## src/rtl/led_blink_pkg.sv

```systemverilog
// ============================================================================
//  led_blink_pkg : shared mode encoding for the LED blink bank
//  Rev 1.0
// ============================================================================
`default_nettype none

package led_blink_pkg;

  typedef logic [1:0] mode_t;

  localparam logic [1:0] MODE_OFF     = 2'd0;
  localparam logic [1:0] MODE_ON      = 2'd1;
  localparam logic [1:0] MODE_BLINK   = 2'd2;
  localparam logic [1:0] MODE_ONESHOT = 2'd3;

endpackage : led_blink_pkg

`default_nettype wire

```

## src/rtl/led_blink_chan.sv

```systemverilog
// ============================================================================
//  led_blink_chan : one LED channel (mode, half-period counter, LED, toggle)
//  Optional macro: LED_BLINK_SYNC_EN adds the i_Sync phase-alignment input.
//  Rev 1.0
// ============================================================================
`default_nettype none

module led_blink_chan
  import led_blink_pkg::*;
#(
  parameter int CNT_W    = 25,
  parameter int DEF_HALF = 12500000
) (
  input  logic             i_Clk,
  input  logic             i_Rst,
  input  logic             i_Wr_En,
  input  logic [1:0]       i_Wr_Mode,
  input  logic [CNT_W-1:0] i_Wr_Half,
`ifdef LED_BLINK_SYNC_EN
  input  logic             i_Sync,
`endif
  output logic             o_LED,
  output logic             o_Toggle
);

  localparam logic [CNT_W-1:0] c_DEF_HALF = CNT_W'(DEF_HALF);
  localparam logic [CNT_W-1:0] c_ONE      = CNT_W'(1);

  mode_t            r_mode;
  logic [CNT_W-1:0] r_half;
  logic [CNT_W-1:0] r_cnt;
  logic             r_led;
  logic             r_tog;

  logic             w_tc;
  logic [CNT_W-1:0] w_wr_half;

  assign w_tc      = (r_cnt == (r_half - c_ONE));
  // A zero half-period would never reach terminal count; clamp it to one.
  assign w_wr_half = (i_Wr_Half == '0) ? c_ONE : i_Wr_Half;

  always_ff @(posedge i_Clk) begin
    if (i_Rst) begin
      r_mode <= MODE_BLINK;
      r_half <= c_DEF_HALF;
      r_cnt  <= '0;
      r_led  <= 1'b0;
      r_tog  <= 1'b0;
    end else if (i_Wr_En) begin
      r_mode <= i_Wr_Mode;
      r_half <= w_wr_half;
      r_cnt  <= '0;
      r_led  <= (i_Wr_Mode != MODE_OFF);
      r_tog  <= 1'b0;
`ifdef LED_BLINK_SYNC_EN
    end else if (i_Sync && (r_mode == MODE_BLINK)) begin
      r_cnt  <= '0;
      r_led  <= 1'b1;
      r_tog  <= 1'b0;
`endif
    end else begin
      r_tog <= 1'b0;
      case (r_mode)
        MODE_OFF: begin
          r_cnt <= '0;
          r_led <= 1'b0;
        end
        MODE_ON: begin
          r_cnt <= '0;
          r_led <= 1'b1;
        end
        MODE_BLINK: begin
          if (w_tc) begin
            r_cnt <= '0;
            r_led <= ~r_led;
            r_tog <= 1'b1;
          end else begin
            r_cnt <= r_cnt + c_ONE;
          end
        end
        MODE_ONESHOT: begin
          if (w_tc) begin
            r_cnt  <= '0;
            r_led  <= 1'b0;
            r_tog  <= 1'b1;
            r_mode <= MODE_OFF;
          end else begin
            r_cnt <= r_cnt + c_ONE;
          end
        end
      endcase
    end
  end

  assign o_LED    = r_led;
  assign o_Toggle = r_tog;

endmodule : led_blink_chan

`default_nettype wire

```

## src/rtl/led_blink_bank.sv

```systemverilog
// ============================================================================
//  led_blink_bank : NUM_CH independent LED blink channels with write decode
//  Optional macro: LED_BLINK_SYNC_EN adds i_Sync to phase-align BLINK channels.
//  Rev 1.0
// ============================================================================
`default_nettype none

module led_blink_bank
  import led_blink_pkg::*;
#(
  parameter  int NUM_CH   = 4,
  parameter  int CNT_W    = 25,
  parameter  int DEF_HALF = 12500000,
  localparam int CH_W     = (NUM_CH > 1) ? $clog2(NUM_CH) : 1
) (
  input  logic              i_Clk,
  input  logic              i_Rst,
  input  logic              i_Wr_En,
  input  logic [CH_W-1:0]   i_Wr_Ch,
  input  logic [1:0]        i_Wr_Mode,
  input  logic [CNT_W-1:0]  i_Wr_Half,
`ifdef LED_BLINK_SYNC_EN
  input  logic              i_Sync,
`endif
  output logic [NUM_CH-1:0] o_LED,
  output logic [NUM_CH-1:0] o_Toggle
);

  // Out-of-range channel indices match no instance, so such writes vanish.
  logic [NUM_CH-1:0] w_wr_hit;

  for (genvar n = 0; n < NUM_CH; n++) begin : g_ch
    assign w_wr_hit[n] = i_Wr_En && (i_Wr_Ch == CH_W'(n));

    led_blink_chan #(
      .CNT_W    (CNT_W),
      .DEF_HALF (DEF_HALF)
    ) u_chan (
      .i_Clk     (i_Clk),
      .i_Rst     (i_Rst),
      .i_Wr_En   (w_wr_hit[n]),
      .i_Wr_Mode (i_Wr_Mode),
      .i_Wr_Half (i_Wr_Half),
`ifdef LED_BLINK_SYNC_EN
      .i_Sync    (i_Sync),
`endif
      .o_LED     (o_LED[n]),
      .o_Toggle  (o_Toggle[n])
    );
  end

endmodule : led_blink_bank

`default_nettype wire

```

## config.mk

```make
export PLATFORM = sky130hd
export DESIGN_NAME = led_blink_bank
export DESIGN_NICKNAME = d
export VERILOG_FILES = /design/src/rtl/led_blink_pkg.sv /design/src/rtl/led_blink_chan.sv /design/src/rtl/led_blink_bank.sv
export SDC_FILE = /design/constraint.sdc
export NUM_CORES = 1
export LEC_CHECK = 0
export CORE_MARGIN = 4
export CORE_UTILIZATION = 65
export DETAILED_ROUTE_END_ITERATION = 10
export PLACE_DENSITY = 0.84
export SYNTH_ARGS = -nofsm -noshare
export SYNTH_HDL_FRONTEND = slang
export SYNTH_SLANG_ARGS = --single-unit
```

## constraint.sdc

```tcl
create_clock -name i_Clk -period 8.2 [get_ports i_Clk]
set_clock_uncertainty 0.2 [all_clocks]
set_input_delay 1.23 -clock i_Clk [delete_from_list [all_inputs] [get_ports i_Clk]]
set_output_delay 1.23 -clock i_Clk [all_outputs]
set_load 0.1 [all_outputs]
```

==> results of run 1 <==
[per-layer routing]
metal | vias up | routed length [um] | share of wire (%)
met5 | - | 0 | 0
met2 | 294 | 13900 | 48
met4 | 0 | 887 | 3.1
li1 | 5259 | - | -
met3 | 69 | 1810 | 6.3
met1 | 4969 | 12200 | 42
[registers in the layout, indices dropped and copies added (netlist names)]
signal and count:
g_ch.u_chan.r_cnt 100, g_ch.u_chan.r_half 100, g_ch.u_chan.r_mode 8, g_ch.u_chan.o_LED 4, g_ch.u_chan.o_Toggle 4
[cells by family after synthesis]
logic type | Yosys count
fa+ha+maj | 20
simple gates | 765
xor+xnor | 213
buf+inv | 114
mux | 8
flops | 216
compound gates | 197
[critical path, stage by stage (launching register included)]
cell	delay, ns
dfxtp_1	0.36
inv_1	0.08
ha_1	0.26
nor4b_1	0.44
nand4_1	0.37
or4b_1	0.56
a22oi_1	0.20
nand4b_1	0.11
a2111o_1	0.48
nand2_1	0.62
nor2_1	0.16
[stage by stage]
step | cells | power, W | setup slack, ns
2_1_floorplan | 1533 | 0.00131 | 4.99
3_3_place_gp | 1721 | 0.00138 | 4.30
3_5_place_dp | 1721 | 0.00139 | 4.25
4_1_cts | 1761 | 0.00249 | 4.21
5_1_grt | 1762 | 0.00256 | 3.93
6_report | 1762 | 0.00248 | 4.18
[cell type report]
type,instances,area share [%]
Antenna cell,1,0.0190
Clock buffer,27,4.56
Clock inverter,13,1.49
Inverter,31,0.884
Multi-Input combinational cell,1203,54.9
Sequential cell,216,32.9
Tap cell,229,2.18
Timing Repair Buffer,42,3.12
[how the worst min path moves through the flow]
stage,slack (ns),cells after the start,to,from
final,0.27,2,g_ch[3].u_chan.r_half[24],g_ch[3].u_chan.r_half[24]
after global routing,0.31,2,g_ch[0].u_chan.r_half[24],g_ch[0].u_chan.r_half[24]
after CTS,0.28,2,g_ch[3].u_chan.r_half[24],g_ch[3].u_chan.r_half[24]
after detailed placement,0.27,2,g_ch[3].u_chan.r_half[24],g_ch[3].u_chan.r_half[24]
after global placement,0.26,2,g_ch[3].u_chan.r_half[24],g_ch[3].u_chan.r_half[24]
after floorplan,0.25,2,g_ch[0].u_chan.r_half[24],g_ch[0].u_chan.r_half[24]
[Yosys cell counts (9+ instances only)]
master and number:
dfxtp_1 216, nand3b_1 53, a211oi_1 9, o211ai_1 12
nand4_1 20, nand3_1 63, nor3_1 45, a21oi_1 78
clkbuf_1 53, inv_1 31, or3_1 22, xnor2_1 134
nor2_1 170, xor2_1 79, nor4_1 34, or4_1 15
a31oi_1 11, buf_1 10, ha_1 20, and3_1 33
nor2b_1 10, buf_4 11, o21ai_0 38, nand2_1 251
[where the power goes]
part           leakage (nW)  total (W)  internal (W)  switching [W]
Combinational          2.42   0.000242     0.0000940       0.000148
Sequential             1.75    0.00113       0.00108      0.0000470
Clock                 0.393    0.00111      0.000680       0.000428
==> flow_summary.ini, run 1 <==
[grt]
grt-ovfl-total = 0
grt_pass1_wl_um = 48300
first_global_vias = 10100
met2_usage_pct = 47.9
use_met3_pct = 5.42
grt-busiest-layer = met2
grt.total_usage_pct = 27.9
grt_max_degree = 64
antenna_found_initial = 1
use_met1_pct = 35.4

[clock_network]
cts_buffers = 23
cts_max_level = 1
clockBufferDepth = 3
cts_setup_buffers = 0
cts_tree = done
post_cts_resized = 0
cts-root-buf = clkbuf_16
ctsHoldBuffers = 0
cts.sinks = 216
clk_pin_slew_ns = 0.06
clock_latency_ns = 0.51

[synthesis]
synth-edff-count = 0
synthArstFlopShare_pct = 0
synth_compound_area_share_pct = 10.2
synth-simple-area-share_pct = 31.5
ys_seq_area_share_pct = 35.9
yosys_warnings = 0
synth.area.mux_share_pct = 0.676
synth_fa_ha_area_share_pct = 2.08
yosys.area.top_type_share_pct = 35.9
syn_inst = 1533
synthFlopType = dfxtp_1
synth_top_family_by_area = simple AND/OR/NAND/NOR gates
yosys.area.top_type = dfxtp_1
avgSynthCellArea_um2 = 7.85
netlist_area_um2 = 12000
synth_cell_type_count = 70
synth_nets = 1585
synthXorXnorAreaFrac_pct = 15.5
yosys_register_bits = 216
synthTopCellsByArea = dfxtp_1, xnor2_1, nand2_1

[critical_path]
worstReg2RegStart = g_ch[2].u_chan.r_half[0]
cp-start-kind = register
reg2reg_depth = 10
cp-startpoint = g_ch[2].u_chan.r_half[0]
worst-setup-path-type = register to register
r2r_setup_slack_ns = 4.18
critPathArrivalTime_ns = 4.18
worstReg2RegEnd = g_ch[2].u_chan.r_cnt[19]
cp_max_fo = 24
crit_path_end_kind = register
worstPathRequired_ns = 8.36
crit_path_end = g_ch[2].u_chan.r_cnt[19]

[timing]
setup_viol = 0
hold_viol_final = 0
drv_slew = 0
final.setup.tns_ns = 0
tightest_slew_ns = 1.15
fin_crit_sh_pct = 49.0
fin_crit_ns = 4.02
max_freq_mhz = 249
hold_ws_ns = 0.273
rsz0062_at_grt = false
slew_headroom_pct = 23.4

[power]
leakage_nw = 4.57
powerDensity_nw_per_um2 = 188
vdd_ir_drop_max_uv = 180

[place]
port_buffers = 39
postPlaceCellArea_um2 = 12400
place_congestion = 0.881
dp_hpwl_um = 20500

[cells_and_area]
fillCellCount = 1434
drive_gt1_share_pct = 4.11
syn_to_final_growth_pct = 9.37
fin_nets = 1569
final_cell_area_um2 = 13200
multiInputGateArea_um2 = 7220
mostFrequentLayoutCell = nand2_1
seq_area_um2 = 4320
final_cell_mix = nand2_1, dfxtp_1, nor2_1
fin_util_pct = 72.7

[route]
wl_um = 28900
avgViaCountPerCell = 6.01
dr.first_iter.drc_count = 829
ant_nets = 0
drtPass1Iterations = 5
via_count = 10600
wl_per_cell_um = 16.4
remaining_drc_errors = 0

[flow_run]
maxCapViolCount = 0

[floorplanning]
dieArea_um2 = 20700
die_x_um = 144
die_h_um = 144
start_util_pct = 66.5
io_pins = 40
rows = 49
coreArea_um2 = 18100

[hold_path]
hp-class = register to register

[outcome]
outcome = finished, final reports clean
Note: power is estimated with default switching activity, not from simulation.
==> run 2, diff against run 1 <==
--- a/config.mk
+++ b/config.mk
@@ -6,9 +6,9 @@
 export NUM_CORES = 1
 export LEC_CHECK = 0
 export CORE_MARGIN = 4
-export CORE_UTILIZATION = 65
+export CORE_UTILIZATION = 62
 export DETAILED_ROUTE_END_ITERATION = 10
-export PLACE_DENSITY = 0.84
+export PLACE_DENSITY = 0.8
 export SYNTH_ARGS = -nofsm -noshare
 export SYNTH_HDL_FRONTEND = slang
 export SYNTH_SLANG_ARGS = --single-unit
==> constraint.sdc (replaced) <==
create_clock -name i_Clk -period 3.8 [get_ports i_Clk]
set_clock_uncertainty 0.2 [all_clocks]
set_input_delay 0.57 -clock i_Clk [delete_from_list [all_inputs] [get_ports i_Clk]]
set_output_delay 0.57 -clock i_Clk [all_outputs]
set_load 0.1 [all_outputs]
==> run 2 against run 1 <==
Via count rose by 0.39%. First-iteration DRC count fell by 13%. Worst setup slack got worse by 4.0 ns. Wire length rose by 2.4%. Flip-flop and latch count did not move. Final cell count rose by 3.1%. Critical path depth rose by 1. Count of clock-buffer cells in the layout rose by 10. Register-to-register slack got worse by 4.0 ns. Global-route usage fell by 1.6 points. Highest routed layer unchanged. Combinational power rose by 130%. Largest power group unchanged. Critical path type unchanged.
==> flow_summary.ini, run 2 (same netlist as run 1, synthesis figures left out) <==
[route]
drtPass1Iterations = 6
wl_um = 29600
avgViaCountPerCell = 5.85
remaining_drc_errors = 0
via_count = 10600
ant_nets = 0
dr.first_iter.drc_count = 721
wl_per_cell_um = 16.3

[flow_run]
maxCapViolCount = 0

[place]
port_buffers = 39
place_worst_setup_slack_ns = 0.262
place_congestion = 0.896
postPlaceCellArea_um2 = 12600
dp_hpwl_um = 21200

[critical_path]
crit_chain = inv_1 -> ha_1 -> nor4b_1 -> nand4_1 -> or4b_1 -> a22oi_1 -> nand4b_1 -> a2111o_1 -> nor2_1 -> or3_1 -> a21oi_1
cp_top_family = simple AND/OR/NAND/NOR gates
reg2reg_depth = 11
worstPathRequired_ns = 3.96
worstReg2RegStart = g_ch[2].u_chan.r_half[0]
cp-start-kind = register
r2r_setup_slack_ns = 0.23
crit_path_end_kind = register
max_stage_delay_ns = 0.54
cp.buffers_inverters = 1
cp_max_fo = 6
worst-setup-path-type = register to register
cp-startpoint = g_ch[2].u_chan.r_half[0]
slowest_stage = or4b_1
worstReg2RegEnd = g_ch[2].u_chan.r_mode[0]
critPathArrivalTime_ns = 3.73

[power]
p_comb_share_pct = 10.6
p_seq_share_pct = 46.5
finalPower_w = 0.00523
vdd_ir_drop_max_uv = 402
powerDensity_nw_per_um2 = 391
p_sw_w = 0.00133
leakage_nw = 4.67
intPower_w = 0.00389
clkPwrFrac_pct = 43.0
swShare_pct = 25.5

[timing]
setup_viol = 0
final.setup.tns_ns = 0
fin_crit_ns = 3.57
fin_crit_sh_pct = 93.9
tightest_slew_ns = 0.990
drv_slew = 0
max_freq_mhz = 280
fin_ws_ns = 0.231
slew_headroom_pct = 33.8
rsz0062_at_grt = false
hold_viol_final = 0

[cells_and_area]
final_cell_mix = nand2_1, dfxtp_1, nor2_1
final_cell_area_um2 = 13400
largestRegisters = g_ch.u_chan.r_cnt: 100 flops, g_ch.u_chan.r_half: 100 flops, g_ch.u_chan.r_mode: 8 flops
drive_gt1_share_pct = 5.40
mostFrequentLayoutCell = nand2_1
fin_nets = 1591
fillCellCount = 1561
syn_to_final_growth_pct = 11.0

[clock_network]
clock_latency_ns = 0.52
post_cts_resized = 0
cts.sinks = 216
ctsHoldBuffers = 0
cts-root-buf = clkbuf_16
cts_max_level = 1
cts_buffers = 23
clockBufferDepth = 3
clk_pin_slew_ns = 0.06
cts_setup_buffers = 0
cts_tree = done

[hold_path]
min_to = g_ch[2].u_chan.r_half[24]
holdPathStages = 2
hp-class = register to register
worstHoldStart = g_ch[2].u_chan.r_half[24]

[grt]
first_global_vias = 9912
grt_pass1_wl_um = 48200
grt-ovfl-total = 0
grt_max_degree = 82
grt.total_usage_pct = 26.3
antenna_found_initial = 1

[floorplanning]
dieArea_um2 = 21700
coreArea_um2 = 18900
die_h_um = 147
rows = 50
start_util_pct = 63.7
die_x_um = 147
io_pins = 40

[outcome]
outcome = finished, final reports clean
[run 2: cell count changes in the layout (fill, tap and decap cells not counted), sizes merged]
cell | before | now
buf | 4 | 26
bufinv | 5 | 1
clkbuf | 27 | 37
clkinv | 7 | 3
clkinvlp | 1 | 0
inv | 31 | 32
[run 2: worst register-to-register path, stage by stage, from the launching register on]
cell and delay (ns):
dfxtp_1 0.36, inv_1 0.08, ha_1 0.26, nor4b_1 0.52
nand4_1 0.31, or4b_1 0.54, a22oi_1 0.21, nand4b_1 0.13
a2111o_1 0.47, nor2_1 0.16, or3_1 0.13, a21oi_1 0.06
[run 2: power by group through the flow]
stage / combinational [W] / clock [W] / sequential (W)
floorplan: 0.000398 / 0 / 0.00244
global placement: 0.000529 / 0 / 0.00247
detailed placement: 0.000540 / 0 / 0.00248
CTS: 0.000544 / 0.00228 / 0.00243
global route: 0.000601 / 0.00237 / 0.00244
finish: 0.000552 / 0.00225 / 0.00243
[run 2: final cells by class]
cell class / instances / area (um2) / area share, %
sequential: 216 / 4320 / 32.4
antenna: 1 / 2.50 / 0.0187
inverter: 31 / 116 / 0.871
tap: 260 / 325 / 2.44
clock buffer: 37 / 708 / 5.30
clock inverter: 5 / 53.8 / 0.403
multi-input combinational: 1203 / 7220 / 54.1
timing repair buffer: 64 / 601 / 4.50
[run 2: per-layer routing]
layer | wire length, um | track usage [%] | vias to the layer above
met5 | 0 | 0 | -
met4 | 1030 | 8.95 | 0
met3 | 1800 | 5.34 | 74
met2 | 14200 | 44.8 | 261
met1 | 12600 | 33.5 | 5004
li1 | - | - | 5293
[run 2: worst max path at each step]
| stage | cells past startpoint | endpoint | slack (ns) |
|---|---|---|---|
| floorplan | 11 | g_ch[3].u_chan.o_LED | 0.59 |
| global placement | 8 | g_ch[3].u_chan.r_cnt[17] | 0.30 |
| detailed placement | 8 | g_ch[3].u_chan.r_cnt[7] | 0.26 |
| CTS | 8 | g_ch[3].u_chan.r_cnt[10] | 0.23 |
| global route | 11 | g_ch[2].u_chan.r_mode[0] | 0.01 |
| finish | 11 | g_ch[2].u_chan.r_mode[0] | 0.23 |
[run 2: per-stage QoR]
step | std cells | hold slack (ns) | util [%]
floorplan | 1533 | 0.248 | -
global placement | 1774 | 0.257 | 66.6
detailed placement | 1774 | 0.269 | 66.6
CTS | 1816 | 0.278 | 70.6
global route | 1817 | 0.300 | 70.7
finish | 1817 | 0.275 | 70.7
==> run 3, diff against run 2 <==
--- a/config.mk
+++ b/config.mk
@@ -8,7 +8,7 @@
 export CORE_MARGIN = 4
 export CORE_UTILIZATION = 62
 export DETAILED_ROUTE_END_ITERATION = 10
-export PLACE_DENSITY = 0.8
+export PLACE_DENSITY_LB_ADDON = 0.05
 export SYNTH_ARGS = -nofsm -noshare
 export SYNTH_HDL_FRONTEND = slang
 export SYNTH_SLANG_ARGS = --single-unit
==> run 3 against run 2 <==
Maximum frequency is 0.45% higher. Global-route usage is 0.59 points higher. Flip-flop and latch count stayed put. Utilization is 0.50 points higher. Critical path depth is 3 lower. Critical endpoint is now g_ch[3].u_chan.r_cnt[22]. Largest cell class unchanged.
==> flow_summary.ini, run 3 (same netlist as run 1, synthesis figures left out) <==
[outcome]
outcome = finished, final reports clean

[critical_path]
cp.buffers_inverters = 0
critPathArrivalTime_ns = 3.74
worst-setup-path-type = register to register
cp_top_family = simple AND/OR/NAND/NOR gates
crit_chain = or4_4 -> or4_1 -> a2111o_1 -> a211o_1 -> a2111oi_2 -> nand4_2 -> nand2_4 -> nor2_1
r2r_setup_slack_ns = 0.25
cp_max_fo = 24
max_stage_delay_ns = 0.64
worstReg2RegStart = g_ch[3].u_chan.r_half[2]
worstPathRequired_ns = 3.99
reg2reg_depth = 8
crit_path_end_kind = register
slowest_stage = or4_1
worstReg2RegEnd = g_ch[3].u_chan.r_cnt[22]
cp-start-kind = register

[cells_and_area]
drive_gt1_share_pct = 5.83
fin_nets = 1595
mostFrequentLayoutCell = nand2_1
final_cell_mix = nand2_1, dfxtp_1, nor2_1
largestRegisters = g_ch.u_chan.r_cnt: 100 flops, g_ch.u_chan.r_half: 100 flops, g_ch.u_chan.r_mode: 8 flops
final_cell_area_um2 = 13400
syn_to_final_growth_pct = 11.8
antenna_cells = 0

[clock_network]
post_cts_resized = 0
cts_max_level = 1
cts_buffers = 24
ctsHoldBuffers = 0
cts_setup_buffers = 0
clockBufferDepth = 3
cts.sinks = 216
clk_pin_slew_ns = 0.06
clock_latency_ns = 0.52
cts_tree = done
cts-root-buf = clkbuf_16

[grt]
grt_pass1_wl_um = 49200
antenna_found_initial = 0
first_global_vias = 9936
grt.total_usage_pct = 26.9
grt-ovfl-total = 0
grt_max_degree = 51

[route]
wl_um = 30100
dr.first_iter.drc_count = 743
via_count = 10700
avgViaCountPerCell = 5.89
drtPass1Iterations = 6
ant_nets = 0
wl_per_cell_um = 16.6
remaining_drc_errors = 0

[timing]
fin_crit_sh_pct = 93.5
setup_viol = 0
final.setup.tns_ns = 0
slew_headroom_pct = 33.5
hold_viol_final = 0
rsz0062_at_grt = false
drv_slew = 0
max_freq_mhz = 281
fin_crit_ns = 3.55
tightest_slew_ns = 0.995

[hold_path]
holdPathStages = 2
worstHoldStart = i_Rst
min_to = g_ch[3].u_chan.o_LED
hp-class = primary input to register

[floorplanning]
dieArea_um2 = 21700
die_h_um = 147
io_pins = 40
die_x_um = 147
coreArea_um2 = 18900
start_util_pct = 63.7
rows = 50

[power]
vdd_ir_drop_max_uv = 279
powerDensity_nw_per_um2 = 401
leakage_nw = 4.72

[place]
postPlaceCellArea_um2 = 12600
place_congestion = 0.885
port_buffers = 39
dp_hpwl_um = 21400

[flow_run]
maxCapViolCount = 0
run 3: metal layers:
layer	part of all wire, %	global-route usage, %	wire length, um
met4	3.0	7.88	896
met1	45	36.6	13600
met2	46	44.9	14000
met5	0	0	0
met3	5.5	3.79	1660
run 3: area by class of cell:
| class | instances | area, um2 |
|---|---|---|
| multi-input combinational | 1203 | 7240 |
| fill | 1564 | 5440 |
| sequential | 216 | 4320 |
| clock buffer | 34 | 699 |
| timing repair buffer | 67 | 623 |
| tap | 260 | 325 |
| clock inverter | 9 | 124 |
| inverter | 31 | 116 |
run 3: per-stage QoR:
| step | instances | setup WS [ns] | utilization (%) | hold WS (ns) | power [W] |
|---|---|---|---|---|---|
| floorplan | 1533 | 0.593 | - | 0.248 | 0.00283 |
| global placement | 1777 | 0.243 | 66.7 | 0.263 | 0.00301 |
| detailed placement | 1777 | 0.181 | 66.7 | 0.270 | 0.00302 |
| CTS | 1820 | 0.142 | 71.1 | 0.259 | 0.00542 |
| global route | 1820 | 0.0847 | 71.2 | 0.279 | 0.00559 |
| finish | 1820 | 0.247 | 71.2 | 0.271 | 0.00539 |
run 3: report_power, final:
group	switching (W)	internal, W	leakage (nW)	total [W]
registers	0.0000998	0.00233	1.75	0.00243
logic	0.000333	0.000225	2.56	0.000558
clock network	0.000924	0.00148	0.409	0.00241
total	0.00136	0.00404	4.72	0.00539
run 3: worst max path at each step:
stage / from / endpoint / slack, ns / cells past startpoint
global route: g_ch[3].u_chan.r_half[2] / g_ch[3].u_chan.r_cnt[20] / 0.08 / 8
floorplan: g_ch[3].u_chan.r_half[9] / g_ch[3].u_chan.o_LED / 0.59 / 11
global placement: g_ch[3].u_chan.r_half[2] / g_ch[3].u_chan.r_cnt[22] / 0.24 / 8
CTS: g_ch[3].u_chan.r_half[2] / g_ch[3].u_chan.r_cnt[22] / 0.14 / 8
finish: g_ch[3].u_chan.r_half[2] / g_ch[3].u_chan.r_cnt[22] / 0.25 / 8
detailed placement: g_ch[3].u_chan.r_half[2] / g_ch[3].u_chan.r_cnt[20] / 0.18 / 8
